### src/rtl/alu_share_ctrl_pkg.sv
// Shared definitions for the ALU-sharing controller: FSM encoding, ALU opcodes,
// response flag bit positions and the opcode legality check used by ALU_SHARE_OPCHK_EN.
package alu_share_pkg;

  typedef enum logic [1:0] {
    IDLE  = 2'd0,
    ISSUE = 2'd1,
    EXEC  = 2'd2,
    RESP  = 2'd3
  } state_t;

  localparam logic [3:0] OP_AND = 4'b0000;
  localparam logic [3:0] OP_OR  = 4'b0001;
  localparam logic [3:0] OP_ADD = 4'b0010;
  localparam logic [3:0] OP_SUB = 4'b0110;
  localparam logic [3:0] OP_SLT = 4'b0111;
  localparam logic [3:0] OP_NOR = 4'b1100;

  // rsp_flags = {err, overflow, cout, zero}
  localparam int FLAG_ZERO = 0;
  localparam int FLAG_COUT = 1;
  localparam int FLAG_OVF  = 2;
  localparam int FLAG_ERR  = 3;

  function automatic logic op_legal(input logic [3:0] op);
    logic ok;
    case (op)
      OP_AND, OP_OR, OP_ADD, OP_SUB, OP_SLT, OP_NOR: ok = 1'b1;
      default:                                       ok = 1'b0;
    endcase
    return ok;
  endfunction

endpackage

### src/rtl/alu_share_ctrl_rr_arbiter.sv
// Combinational round-robin arbiter: grants the first asserted request at or
// above rr_ptr, wrapping around. The pointer itself lives in the caller.
module rr_arbiter #(
  parameter int NREQ = 4,
  parameter int IDW  = 2
) (
  input  logic [NREQ-1:0] req,
  input  logic [IDW-1:0]  rr_ptr,
  input  logic            enable,
  output logic [NREQ-1:0] grant,
  output logic [IDW-1:0]  grant_idx
);

  always_comb begin
    logic           found;
    logic [IDW-1:0] idx;
    grant     = '0;
    grant_idx = '0;
    found     = 1'b0;
    idx       = '0;
    for (int k = 0; k < NREQ; k++) begin
      idx = IDW'((int'(rr_ptr) + k) % NREQ);
      if (enable && !found && req[idx]) begin
        found      = 1'b1;
        grant[idx] = 1'b1;
        grant_idx  = idx;
      end
    end
  end

endmodule

### src/rtl/alu_share_ctrl.sv
// Round-robin sharing of one registered 32-bit ALU among NREQ requesters.
// Optional macro ALU_SHARE_OPCHK_EN rejects illegal opcodes without using the ALU.
module alu_share_ctrl
  import alu_share_pkg::*;
#(
  parameter int NREQ = 4,
  parameter int IDW  = 2   // 2**IDW must be >= NREQ
) (
  input  logic                 clk,
  input  logic                 rst_n,
  input  logic [NREQ-1:0]      req_valid,
  output logic [NREQ-1:0]      req_ready,
  input  logic [4*NREQ-1:0]    req_op,
  input  logic [32*NREQ-1:0]   req_a,
  input  logic [32*NREQ-1:0]   req_b,
  output logic                 rsp_valid,
  input  logic                 rsp_ready,
  output logic [IDW-1:0]       rsp_id,
  output logic [31:0]          rsp_result,
  output logic [3:0]           rsp_flags,
  output logic [3:0]           alu_ctrl,
  output logic [31:0]          alu_src1,
  output logic [31:0]          alu_src2,
  input  logic [31:0]          alu_result,
  input  logic                 alu_zero,
  input  logic                 alu_cout,
  input  logic                 alu_overflow,
  output logic                 busy
);

  state_t          state, state_next;
  logic [IDW-1:0]  rr_ptr;
  logic [NREQ-1:0] grant;
  logic [IDW-1:0]  grant_idx;
  logic            grant_any;
  logic [3:0]      sel_op;
  logic [31:0]     sel_a, sel_b;
  logic            op_ok;

  // Gated by rst_n so req_ready stays low while reset is held.
  rr_arbiter #(.NREQ(NREQ), .IDW(IDW)) u_arb (
    .req       (req_valid),
    .rr_ptr    (rr_ptr),
    .enable    ((state == IDLE) && rst_n),
    .grant     (grant),
    .grant_idx (grant_idx)
  );

  assign grant_any = |grant;
  assign req_ready = grant;
  assign busy      = (state != IDLE);
  assign sel_op    = req_op[4*grant_idx +: 4];
  assign sel_a     = req_a[32*grant_idx +: 32];
  assign sel_b     = req_b[32*grant_idx +: 32];

`ifdef ALU_SHARE_OPCHK_EN
  assign op_ok = op_legal(sel_op);
`else
  assign op_ok = 1'b1;
`endif

  always_comb begin
    state_next = state;
    case (state)
      IDLE:    if (grant_any) state_next = op_ok ? ISSUE : RESP;
      ISSUE:   state_next = EXEC;
      EXEC:    state_next = RESP;
      RESP:    if (rsp_ready) state_next = IDLE;
      default: state_next = IDLE;
    endcase
  end

  always_ff @(posedge clk or negedge rst_n) begin
    if (!rst_n) begin
      state      <= IDLE;
      rr_ptr     <= '0;
      alu_ctrl   <= '0;
      alu_src1   <= '0;
      alu_src2   <= '0;
      rsp_valid  <= 1'b0;
      rsp_id     <= '0;
      rsp_result <= '0;
      rsp_flags  <= '0;
    end else begin
      state <= state_next;
      if (state == IDLE && grant_any) begin
        rr_ptr <= (grant_idx == IDW'(NREQ-1)) ? '0 : grant_idx + 1'b1;
        rsp_id <= grant_idx;
        if (op_ok) begin
          alu_ctrl <= sel_op;
          alu_src1 <= sel_a;
          alu_src2 <= sel_b;
        end else begin
          // Rejected opcode: answer directly, ALU inputs untouched.
          rsp_result           <= '0;
          rsp_flags            <= '0;
          rsp_flags[FLAG_ERR]  <= 1'b1;
          rsp_valid            <= 1'b1;
        end
      end
      if (state == EXEC) begin
        rsp_result           <= alu_result;
        rsp_flags[FLAG_ERR]  <= 1'b0;
        rsp_flags[FLAG_OVF]  <= alu_overflow;
        rsp_flags[FLAG_COUT] <= alu_cout;
        rsp_flags[FLAG_ZERO] <= alu_zero;
        rsp_valid            <= 1'b1;
      end
      if (state == RESP && rsp_ready) rsp_valid <= 1'b0;
    end
  end

endmodule

### config.mk
export PLATFORM = sky130hd
export DESIGN_NAME = alu_share_ctrl
export DESIGN_NICKNAME = d
export VERILOG_FILES = /design/src/rtl/alu_share_ctrl_pkg.sv /design/src/rtl/alu_share_ctrl_rr_arbiter.sv /design/src/rtl/alu_share_ctrl.sv
export SDC_FILE = /design/constraint.sdc
export NUM_CORES = 1
export LEC_CHECK = 0
export ABC_AREA = 0
export CORE_AREA = 5 5 164 166
export DETAILED_ROUTE_END_ITERATION = 6
export DIE_AREA = 0 0 169 171
export GPL_ROUTABILITY_DRIVEN = 1
export MAX_ROUTING_LAYER = met4
export PLACE_DENSITY = 0.6
export SLEW_MARGIN = 10
export SYNTH_ARGS = -nofsm -noshare
export SYNTH_HDL_FRONTEND = slang
export SYNTH_SLANG_ARGS = --single-unit
export TNS_END_PERCENT = 20
### constraint.sdc
create_clock -name clk -period 10.65 [get_ports clk]
set_input_delay 2.13 -clock clk [delete_from_list [all_inputs] [get_ports clk]]
set_output_delay 2.13 -clock clk [all_outputs]
set_load 0.01 [all_outputs]
# --- Yosys cells after proc, flatten, opt, wreduce, memory -nomap -nowiden ---
# Cells that the tools add are included.
totals:
  reg_bits: 110
  input_bits: 314
  output_inout_bits: 112
  wordCells: 88
op_classes:
  n_addsub: 4
  n_lt_le_gt_ge: 8
  n_eq_ne: 6
  shift: 3
  n_mux: 33
  bitwise_logic: 3
  reduce_logical: 22
op_table:
  columns: ["op", "n"]
  rows:
  - ["variable part select 128 x 8 -> 32 bit", 2]
  - ["2-to-1 mux 4 bit", 4]
  - ["variable part select 16 x 5 -> 4 bit", 1]
  - ["logical AND 1 bit", 14]
  - ["2-to-1 mux 2 bit", 7]
  - ["2-to-1 mux 1 bit", 13]
  - ["less-than comparator 2 x 3 -> 1 bit (second input constant)", 4]
  - ["OR 4 bit", 3]
  - ["binary-select mux 1 bit (select 2 bit)", 4]
  - ["demux 1 bit (select 2 bit)", 4]
  - [">= comparator 2 x 1 -> 1 bit (second input constant)", 4]
  - ["case mux 2 bit (4 select lines)", 1]
  - ["== test 2 bit (second input constant)", 3]
  - ["adder 2 x 1 -> 2 bit (second input constant)", 2]
  - ["adder 2 bit (second input constant)", 2]
  - ["!= test 2 bit (second input constant)", 2]
  - ["nonzero test 2 bit", 2]
  - ["OR reduction 4 bit", 1]
  - ["logical NOT 1 bit", 3]
  - ["== test 2 x 1 -> 1 bit (second input constant)", 1]
  - ["logical NOT 2 bit", 1]
  - ["AND reduction 2 bit", 1]

# --- Longest topological paths before layout ---
# Gate-level depths: netlist (run 1).
depth:
  ltp_word: 19
  ltp_mapped: 15
  depth_no_buf: 9

# --- Cells and area by module ---
# Synthesis (run 1) repeated with hierarchy kept, for this count alone.
unflattened:
  cells_unflattened: 404
  hier_area_um2: 6408.6
modules_own_cells:
  columns: ["mod", "n_inst", "cells_per_inst", "area_per_inst_um2", "seq_area_each_um2"]
  rows:
  - ["alu_share_ctrl", 1, 331, 5838.1, 2752.6]
  - ["rr_arbiter", 1, 73, 570.5, 0.0]

# --- Worst setup path after synthesis (run 1) ---
# Ideal clock, no wire load.
synth_timing:
  path_kind: "input-to-output"
  start: "input req_valid[0]"
  end: "output req_ready[0]"
  arrival_time_ns: 3.639
  required_ns: 8.520
  slack_ns: 4.881
  path_stages: 5
  n_path_buf: 1
  path_cell_list: "clkbuf_1 nand2_1 o32a_1 a2111oi_0 a221o_1"
synth_between:
  elab_chain_len: 16
  word_cells_on_any_way: 28
  cone_classes: "mux: 15; bitwise: 3; reduce/logical: 10"
synth_lines:
  columns: ["item", "line", "rtl"]
  rows:
  - ["start, declared", "alu_share_ctrl.sv:11", "input logic [NREQ-1:0] req_valid,"]
  - ["binary-select mux 1 bit (select 2 bit)", "alu_share_ctrl_rr_arbiter.sv:23", "if (enable && !found && req[idx]) begin"]
  - ["2-to-1 mux 1 bit (implied by the code)", "alu_share_ctrl_rr_arbiter.sv:23", null]
  - ["logical AND 1 bit", "alu_share_ctrl_rr_arbiter.sv:23", null]
  - ["2-to-1 mux 1 bit", "alu_share_ctrl_rr_arbiter.sv:23", null]
  - ["logical NOT 1 bit", "alu_share_ctrl_rr_arbiter.sv:23", null]
  - ["logical AND 1 bit (2 in series)", "alu_share_ctrl_rr_arbiter.sv:23", null]
  - ["2-to-1 mux 1 bit", "alu_share_ctrl_rr_arbiter.sv:23", null]
  - ["logical NOT 1 bit", "alu_share_ctrl_rr_arbiter.sv:23", null]
  - ["logical AND 1 bit (2 in series)", "alu_share_ctrl_rr_arbiter.sv:23", null]
  - ["2-to-1 mux 1 bit", "alu_share_ctrl_rr_arbiter.sv:23", null]
  - ["logical NOT 1 bit", "alu_share_ctrl_rr_arbiter.sv:23", null]
  - ["logical AND 1 bit (2 in series)", "alu_share_ctrl_rr_arbiter.sv:23", null]
  - ["2-to-1 mux 4 bit (*)", "alu_share_ctrl_rr_arbiter.sv:23", null]
  - ["end, declared", "alu_share_ctrl.sv:12", "output logic [NREQ-1:0] req_ready,"]
# Every way passes the cells marked *; elsewhere a longest branch is shown, timed or not. The select of a mux whose other input is x is not followed.

# --- Worst setup path after layout (run 1) ---
layout_timing:
  start: "input req_valid[1]"
  end: "output req_ready[0]"
# Same word-level chain as after synthesis.

==> results of run 1 <==
## cell type report
type	instances	area, µm²
inverters	13	48.8
repair buffers	431	4290
diodes	2	5.00
clock inverters	7	78.8
flip-flops and latches	110	2750
well taps	335	419
fillers	2487	14100
clock buffers	9	225
multi-input cells	398	3510
## Yosys cell counts, types with 3 or more instances
cell | count | share of area (%)
inv_1 | 13 | 0.74
o21ai_0 | 6 | 0.46
a221oi_2 | 20 | 4.6
clkbuf_1 | 28 | 1.6
a221oi_1 | 49 | 6.5
or3b_1 | 3 | 0.40
buf_2 | 14 | 1.1
dfrtp_1 | 110 | 42
a21oi_1 | 9 | 0.69
nand2_1 | 7 | 0.40
nor2_1 | 72 | 4.1
mux2_2 | 40 | 6.9
buf_6 | 6 | 1.0
ha_1 | 13 | 2.5
nor3b_1 | 3 | 0.34
nor2b_1 | 3 | 0.29
mux2i_1 | 139 | 21
a221o_1 | 4 | 0.61
a211oi_1 | 3 | 0.34
## metrics by stage
| stage | cell area [µm²] | hold slack [ps] |
|---|---|---|
| after floorplan | 6560 | 534 |
| after global placement | 11000 | 488 |
| after detailed placement | 11000 | 494 |
| after CTS | 11300 | 513 |
| after global routing | 11300 | 528 |
| final | 11300 | 510 |
## layer usage
metal  vias to the layer above  global-route usage [%]  wire length, µm
li1                       2942                       -                -
met2                       301                    29.4            13000
met1                      2979                    21.1            10600
met3                        19                    6.22             2690
met5                         -                       -                0
met4                         0                    4.31              353
## state kept, by name, indices dropped and copies added, names as in the netlist
| name | cells |
|---|---|
| rsp_result | 32 |
| alu_src1 | 32 |
| rsp_flags | 3 |
| rr_ptr | 2 |
| alu_ctrl | 4 |
| state | 2 |
| rsp_id | 2 |
| alu_src2 | 32 |
| rsp_valid | 1 |
## power groups by stage
stage          combinational [µW]  clock (µW)  sequential [µW]
2_1_floorplan                 825           0              850
3_3_place_gp                 1650           0              779
3_5_place_dp                 1650           0              785
4_1_cts                      1660         374              779
5_1_grt                      1770         390              806
6_report                     1620         358              776
## worst max path at each step
stage          cells past startpoint         start            to
2_1_floorplan                      5  req_valid[0]  req_ready[0]
3_3_place_gp                       6  req_valid[1]  req_ready[0]
3_5_place_dp                       6  req_valid[1]  req_ready[0]
4_1_cts                            6  req_valid[1]  req_ready[0]
5_1_grt                            6  req_valid[1]  req_ready[0]
6_report                           6  req_valid[1]  req_ready[0]
## cell families after synthesis
family	count (synthesis)	synth area share, %
and+or+nand+nor	102	7.20
AOI/OAI and AO/OA	101	14.7
DFF	110	42.0
adders and majority gates	13	2.48
buffers and inverters	65	4.81
muxes	181	28.8
other	1	0.0572
==> results.sh, run 1 <==
export IMPL_worstPathRequired_ps=8520
export IMPL_slowest_delay_ps=1010
export IMPL_hold_end="rsp_result[24]"
export IMPL_fin_crit_sh_pct=69.1
export IMPL_syn_area_um2=6560
export IMPL_synth_flop_cell="dfrtp_1"
export IMPL_seq_area_frac_synth_pct=42.0
export IMPL_drtPass1Iterations=6
export IMPL_initial_core_util_pct=25.7
export IMPL_dieHeight_um=171
export IMPL_hold_start="rsp_result[24]"
export IMPL_power_density_nw_per_um2=243
export IMPL_yosysUniqueCellTypes=42
export IMPL_fin_nets=1290
export IMPL_maxCapViolCount=0
export IMPL_wl_um=26600
export IMPL_h_tree_depth=3
export IMPL_synthCells=573
export IMPL_slew_viol_final=0
export IMPL_endpoint_kind="primary output"
export IMPL_grt_first_pass_wirelength_um=39100
export IMPL_ys_warn_count=0
export IMPL_crit_slowest_cell="a2111oi_0"
export IMPL_wl_per_cell_um=20.4
export IMPL_hold_viol=0
export IMPL_internal_power_uw=1690
export IMPL_io_buffers=424
export IMPL_fmax_mhz=136
export IMPL_worstHoldPathType="reg -> reg"
export IMPL_final_cell_mix="clkdlybuf4s50_1 (423), mux2i_1 (139), dfrtp_1 (110)"
export IMPL_crit_family="compound AO/OA/AOI/OAI gates"
export IMPL_ir_drop_mv=0.170
export IMPL_crit_arrival_ps=5230
export IMPL_fin_util_pct=44.5
export IMPL_die_area_um2=28900
export IMPL_vias_per_cell=4.78
export IMPL_grt_pass1_vias=6674
export IMPL_fin_cells=1305
export IMPL_swShare_pct=38.7
export IMPL_synth_async_reset_ratio_pct=100
export IMPL_switchingPower_uw=1070
export IMPL_finalWeightedCongestion=0.841
export IMPL_cts_sinks=110
export IMPL_ant_nets=0
export IMPL_post_cts_resized=0
export IMPL_period_minus_slack_ps=7360
export IMPL_synthesis_nets=900
export IMPL_rsz0062_at_grt="false"
export IMPL_core_um2=25500
export IMPL_drtIter0Drc=297
export IMPL_die_x_um=169
export IMPL_finalSetupViolCount=0
export IMPL_finClkSkew_ps=10.5
export IMPL_clk_path_buf_depth=2
export IMPL_relSlewSlack_pct=21.0
export IMPL_pwr_share_clk_pct=13.0
export IMPL_worst_pin_slew_ps=1150
export IMPL_dp_hpwl_um=20600
export IMPL_status="finished clean"
export IMPL_num_io_pins=426
export IMPL_path_buf_inv=3
export IMPL_cts_tree="done"
export IMPL_synth_edf_count=0
export IMPL_rr_endpoint="alu_src2[5]"
export IMPL_mostFrequentLayoutCell="clkdlybuf4s50_1"
export IMPL_syn_avg_cell_area_um2=11.4
export IMPL_holdBufCountCts=0
export IMPL_fp_row_count=59
export IMPL_areaGrowthSynthToFinish_pct=72.9
export IMPL_fin_ws_ps=3290
export IMPL_power_frac_seq_pct=28.1
export IMPL_grt_max_degree=75
export IMPL_dp_cells=1287
export IMPL_min_path_cells=1
export IMPL_cts_buffers=9
export IMPL_tns_ps=0
export IMPL_clkTransAtPathRegs_ps=70
export IMPL_rrSetupSlack_ps=5570
export IMPL_power_frac_comb_pct=58.9
export IMPL_cts_setup_buffers=0
export IMPL_rr_worst_depth=9
export IMPL_path_cells="clkdlybuf4s50_1 -> inv_1 -> o32a_1 -> a2111oi_0 -> a221o_1 -> clkdlybuf4s50_1"
export IMPL_dp_slack_ps=3350
export IMPL_drc=0
export IMPL_timing_rr_start="rr_ptr[0]"
export IMPL_ys_ff_latch=110
export IMPL_cts_root_buffer="clkbuf_16"
export IMPL_critPathMaxFanout=14
export IMPL_grt_antenna_before_repair=2
export IMPL_drive_above_1_share_pct=9.50
export IMPL_crit_type="in -> out"
export IMPL_grtUsageTotal_pct=17.8
export IMPL_path_common_cell="clkdlybuf4s50_1"
export IMPL_routed_via_count=6241
export IMPL_p_leak_uw=0.00413
export IMPL_start_kind="input port"
export IMPL_clk_insertion_delay_late_ps=360
export IMPL_p_total_uw=2760
export IMPL_grt_overflow=0
No activity file was read; power rests on OpenSTA's default activity.
==> run 2, diff against run 1 <==
CORE_AREA = 5 5 161 163   (was 5 5 164 166)
DIE_AREA = 0 0 166 168   (was 0 0 169 171)
PLACE_DENSITY = 0.62   (was 0.6)
clock period = 7.6 ns   (was 10.65 ns; I/O delays follow)
==> run 2 against run 1 <==
- clock power increased by 33%
- global-route usage increased by 0.71 points
- critical path depth unchanged
- flip-flop and latch count unchanged
- cell count decreased by 1.0%
- first-iteration DRC count increased by 16%
- sequential power increased by 40%
- worst hold slack improved by 1.0 ps
- count of clock-buffer cells in the layout increased by 1
- register-to-register slack got worse by 2800 ps
- sequential share of layout area about the same
- largest cell class unchanged
- highest routed layer unchanged
==> results.sh, run 2 (synthesis results as in run 1) <==
export IMPL_finalWeightedCongestion=0.880
export IMPL_rr_worst_depth=8
export IMPL_rsz0062_at_grt="false"
export IMPL_reg_largest_list="alu_src1 x32, alu_src2 x32, rsp_result x32"
export IMPL_clk_path_buf_depth=2
export IMPL_timing_rr_start="rr_ptr[0]"
export IMPL_crit_arrival_ps=4670
export IMPL_worst_pin_slew_ps=1200
export IMPL_cts_buffers=9
export IMPL_rr_endpoint="alu_src1[8]"
export IMPL_fin_crit_sh_pct=81.5
export IMPL_h_tree_depth=3
export IMPL_p_leak_uw=0.00411
export IMPL_pwr_share_clk_pct=12.3
export IMPL_io_buffers=424
export IMPL_start_kind="input port"
export IMPL_dp_slack_ps=1530
export IMPL_crit_start="req_valid[1]"
export IMPL_power_frac_seq_pct=28.3
export IMPL_ir_drop_mv=0.181
export IMPL_cts_tree="done"
export IMPL_fin_nets=1288
export IMPL_tns_ps=0
export IMPL_fmax_mhz=161
export IMPL_initial_core_util_pct=27.1
export IMPL_swShare_pct=39.0
export IMPL_rrSetupSlack_ps=2740
export IMPL_mostFrequentLayoutCell="clkdlybuf4s50_1"
export IMPL_hold_start="rsp_result[14]"
export IMPL_wl_um=26500
export IMPL_path_common_cell="clkdlybuf4s50_1"
export IMPL_status="finished clean"
export IMPL_dp_cells=1274
export IMPL_hold_viol=0
export IMPL_post_cts_resized=0
export IMPL_cts_root_buffer="clkbuf_16"
export IMPL_crit_type="in -> out"
export IMPL_critPathMaxFanout=14
export IMPL_period_minus_slack_ps=6190
export IMPL_core_um2=24200
export IMPL_fin_ws_ps=1410
export IMPL_maxCapViolCount=0
export IMPL_die_x_um=166
export IMPL_worstHoldPathType="reg -> reg"
export IMPL_worstPathRequired_ps=6080
export IMPL_wl_per_cell_um=20.5
export IMPL_cts_sinks=110
export IMPL_ant_nets=0
export IMPL_power_density_nw_per_um2=341
export IMPL_drive_above_1_share_pct=9.32
export IMPL_slowest_delay_ps=1050
export IMPL_die_area_um2=27900
export IMPL_fp_row_count=57
export IMPL_fin_cells=1292
export IMPL_cts_setup_buffers=0
export IMPL_internal_power_uw=2350
export IMPL_grtUsageTotal_pct=18.5
export IMPL_grt_overflow=0
export IMPL_grt_antenna_before_repair=2
export IMPL_hold_end="rsp_result[14]"
export IMPL_drc=0
export IMPL_slew_viol_final=0
export IMPL_clk_insertion_delay_late_ps=350
export IMPL_clkTransAtPathRegs_ps=80
export IMPL_relSlewSlack_pct=17.7
export IMPL_final_cell_mix="clkdlybuf4s50_1 (423), mux2i_1 (139), dfrtp_1 (110)"
export IMPL_crit_slowest_cell="a2111oi_0"
export IMPL_finClkSkew_ps=9.86
export IMPL_vias_per_cell=4.81
export IMPL_switchingPower_uw=1500
export IMPL_finalSetupViolCount=0
export IMPL_dp_hpwl_um=20000
export IMPL_grt_max_degree=139
export IMPL_drtIter0Drc=344
export IMPL_grt_first_pass_wirelength_um=39500
export IMPL_holdBufCountCts=0
export IMPL_drtPass1Iterations=6
export IMPL_areaGrowthSynthToFinish_pct=72.6
export IMPL_dieHeight_um=168
export IMPL_path_cells="clkdlybuf4s50_1 -> inv_1 -> o32a_1 -> a2111oi_0 -> a221o_1 -> clkdlybuf4s50_1"
export IMPL_power_frac_comb_pct=59.4
export IMPL_min_path_cells=1
export IMPL_routed_via_count=6218
export IMPL_num_io_pins=426
export IMPL_endpoint_kind="primary output"
export IMPL_grt_pass1_vias=6528
run 2: worst max-delay path: cells and delay by family:
| family | cells | cell delay, ps |
|---|---|---|
| buf+inv | 3 | 1420 |
| compound gates | 3 | 1730 |
run 2: per-layer routing:
metal  wire (µm)  track usage [%]  up-vias
met5           0                -        -
met4         483             4.27        0
met3        2480             7.03       25
met2       13200             31.1      320
met1       10400             21.2     2928
li1            -                -     2945
run 2: worst max path at each step:
stage / endpoint / slack [ps] / cells after the start
after floorplan: req_ready[0] / 3050 / 5
after global placement: req_ready[2] / 1620 / 6
after detailed placement: req_ready[2] / 1530 / 6
after CTS: req_ready[2] / 1510 / 6
after global routing: req_ready[2] / 1240 / 6
final: req_ready[3] / 1410 / 6
run 2: area by class of cell:
type / instances / area [µm²]
Sequential cell: 110 / 2750
Clock inverter: 6 / 55.1
Tap cell: 324 / 405
Timing Repair Buffer: 429 / 4300
Inverter: 13 / 48.8
Clock buffer: 10 / 229
Fill cell: 2242 / 12900
Antenna cell: 2 / 5.00
Multi-Input combinational cell: 398 / 3510
run 2: power by group through the flow:
stage / clock network (µW) / logic [µW] / registers, µW
floorplan: 0 / 1160 / 1190
global placement: 0 / 2320 / 1090
detailed placement: 0 / 2330 / 1100
CTS: 498 / 2340 / 1090
global route: 516 / 2500 / 1130
finish: 475 / 2290 / 1090
run 2: stage by stage:
step / hold slack (ps) / util (%) / area, µm² / total power (µW)
after global placement: 490 / 45.6 / 11000 / 3410
after detailed placement: 495 / 45.6 / 11000 / 3430
after global routing: 526 / 46.8 / 11300 / 4150
after floorplan: 534 / - / 6560 / 2350
after CTS: 516 / 46.8 / 11300 / 3930
final: 511 / 46.8 / 11300 / 3860
==> run 3, diff against run 2 <==
PLACE_DENSITY = 0.65   (was 0.62)
clock period = 5.25 ns   (was 7.6 ns; I/O delays follow)
==> run 3 against run 2 <==
- first-iteration DRC count rose by 2.9%
- routed wire length barely moved
- clock power rose by 64%
- non-clock buffer count grew 11
- critical path depth increased by 1
- worst hold slack got worse by 3.7 ps
- via count hardly changed
- die area unchanged
- global-route usage rose by 0.17 points
- design area up 1.2%
- largest cell class unchanged
==> results.sh, run 3 (synthesis results as in run 1) <==
export IMPL_status="finished clean"
export IMPL_reg_largest_list="alu_src1 x32, alu_src2 x32, rsp_result x32"
export IMPL_cts_sinks=110
export IMPL_routed_via_count=6220
export IMPL_num_io_pins=426
export IMPL_grt_overflow=0
export IMPL_grtUsageTotal_pct=18.7
export IMPL_wl_met1_um=10600
export IMPL_design_area_um2=11500
export IMPL_ir_drop_mv=0.395
export IMPL_p_leak_uw=0.00420
export IMPL_crit_type="in -> out"
export IMPL_wl_met3_um=2310
export IMPL_worstHoldPathType="reg -> reg"
export IMPL_cts_setup_buffers=0
export IMPL_wl_per_cell_um=20.4
export IMPL_cts_buffers=9
export IMPL_hold_viol=0
export IMPL_post_cts_resized=0
export IMPL_clk_insertion_delay_late_ps=350
export IMPL_finClkSkew_ps=13.9
export IMPL_finalSetupViolCount=0
export IMPL_finalWeightedCongestion=0.869
export IMPL_power_density_nw_per_um2=499
export IMPL_dp_hpwl_um=20800
export IMPL_dpl_cell_area_um2=11100
export IMPL_critPathMaxFanout=14
export IMPL_drtIter0Drc=354
export IMPL_holdBufCountCts=0
export IMPL_worstPathRequired_ps=4200
export IMPL_top_layer_used="met4"
export IMPL_maxCapViolCount=0
export IMPL_mostFrequentLayoutCell="clkdlybuf4s50_1"
export IMPL_fp_row_count=57
export IMPL_areaGrowthSynthToFinish_pct=74.7
export IMPL_vias_per_cell=4.77
export IMPL_p_total_uw=5710
export IMPL_core_um2=24200
export IMPL_slowest_delay_ps=710
export IMPL_fmax_mhz=209
export IMPL_initial_core_util_pct=27.1
export IMPL_start_kind="input port"
export IMPL_drc=0
export IMPL_h_tree_depth=3
export IMPL_drive_above_1_share_pct=10.3
export IMPL_cts_tree="done"
export IMPL_die_area_um2=27900
export IMPL_dp_cells=1285
export IMPL_period_minus_slack_ps=4800
export IMPL_ant_nets=0
export IMPL_final_cell_mix="clkdlybuf4s50_1 (423), mux2i_1 (139), dfrtp_1 (110)"
export IMPL_dieHeight_um=168
export IMPL_dr_wl_met2_um=13100
export IMPL_grt_antenna_before_repair=2
export IMPL_endpoint_kind="primary output"
export IMPL_worst_pin_slew_ps=1000
export IMPL_grt_first_pass_wirelength_um=40000
export IMPL_fin_crit_sh_pct=91.4
export IMPL_crit_slowest_cell="clkdlybuf4s50_1"
export IMPL_fin_cells=1303
export IMPL_grt_max_degree=69
export IMPL_clk_path_buf_depth=2
export IMPL_clkTransAtPathRegs_ps=70
export IMPL_cts_root_buffer="clkbuf_16"
export IMPL_grt_pass1_vias=6698
export IMPL_fin_util_pct=47.4
export IMPL_die_x_um=166
export IMPL_path_cells="clkdlybuf4s50_1 -> inv_1 -> o32a_1 -> a2111oi_0 -> buf_4 -> a221o_1 -> clkdlybuf4s50_1"
export IMPL_relSlewSlack_pct=33.3
export IMPL_tns_ps=0
export IMPL_slew_viol_final=0
export IMPL_path_common_cell="clkdlybuf4s50_1"
export IMPL_drtPass1Iterations=4
export IMPL_crit_arrival_ps=3750
export IMPL_rsz0062_at_grt="false"
export IMPL_fin_nets=1299
export IMPL_wl_um=26500
export IMPL_io_buffers=424
[run 3: path summary, 6_finish.rpt]
| check | start | end | slack (ps) | depth (start not counted) |
|---|---|---|---|---|
| min reg2reg | rsp_result[26] | rsp_result[26] | 510 | 1 |
| min | rsp_result[26] | rsp_result[26] | 510 | 1 |
| max | req_valid[1] | req_ready[0] | 450 | 7 |
| max reg2reg | rr_ptr[1] | alu_src2[17] | 970 | 9 |
| min in group asynchronous | rst_n | rsp_id[1] | 860 | 2 |
| max in group asynchronous | rst_n | rsp_id[0] | 3650 | 2 |
[run 3: cell type report]
cell class	count	area, µm²
Tap cell	324	405
Clock inverter	6	100
Inverter	13	48.8
Fill cell	2241	12700
Sequential cell	110	2750
Clock buffer	10	229
Multi-Input combinational cell	398	3510
Timing Repair Buffer	440	4400
Antenna cell	2	5.00
[run 3: metrics by stage]
stage | worst slack (ps) | hold WS, ps
floorplan | 1210 | 534
global placement | 499 | 489
detailed placement | 483 | 496
CTS | 480 | 512
global route | 286 | 534
finish | 454 | 508
[run 3: where the power goes]
part	switching [µW]	leakage (µW)	internal, µW	total, µW
Sequential	266	0.00124	1300	1560
Clock	350	0.000162	430	780
Combinational	1580	0.00279	1790	3370
Total	2200	0.00420	3520	5710
[run 3: layer usage]
layer / vias up / GRT usage [%]
li1: 2967 / -
met1: 2916 / 22.0
met2: 306 / 31.1
met3: 31 / 6.45
met4: 0 / 4.38
met5: - / -
[run 3: critical path: cells and delay by family]
family / cells / cell delay (ps)
compound gates: 3 / 1070
buf+inv: 4 / 1620
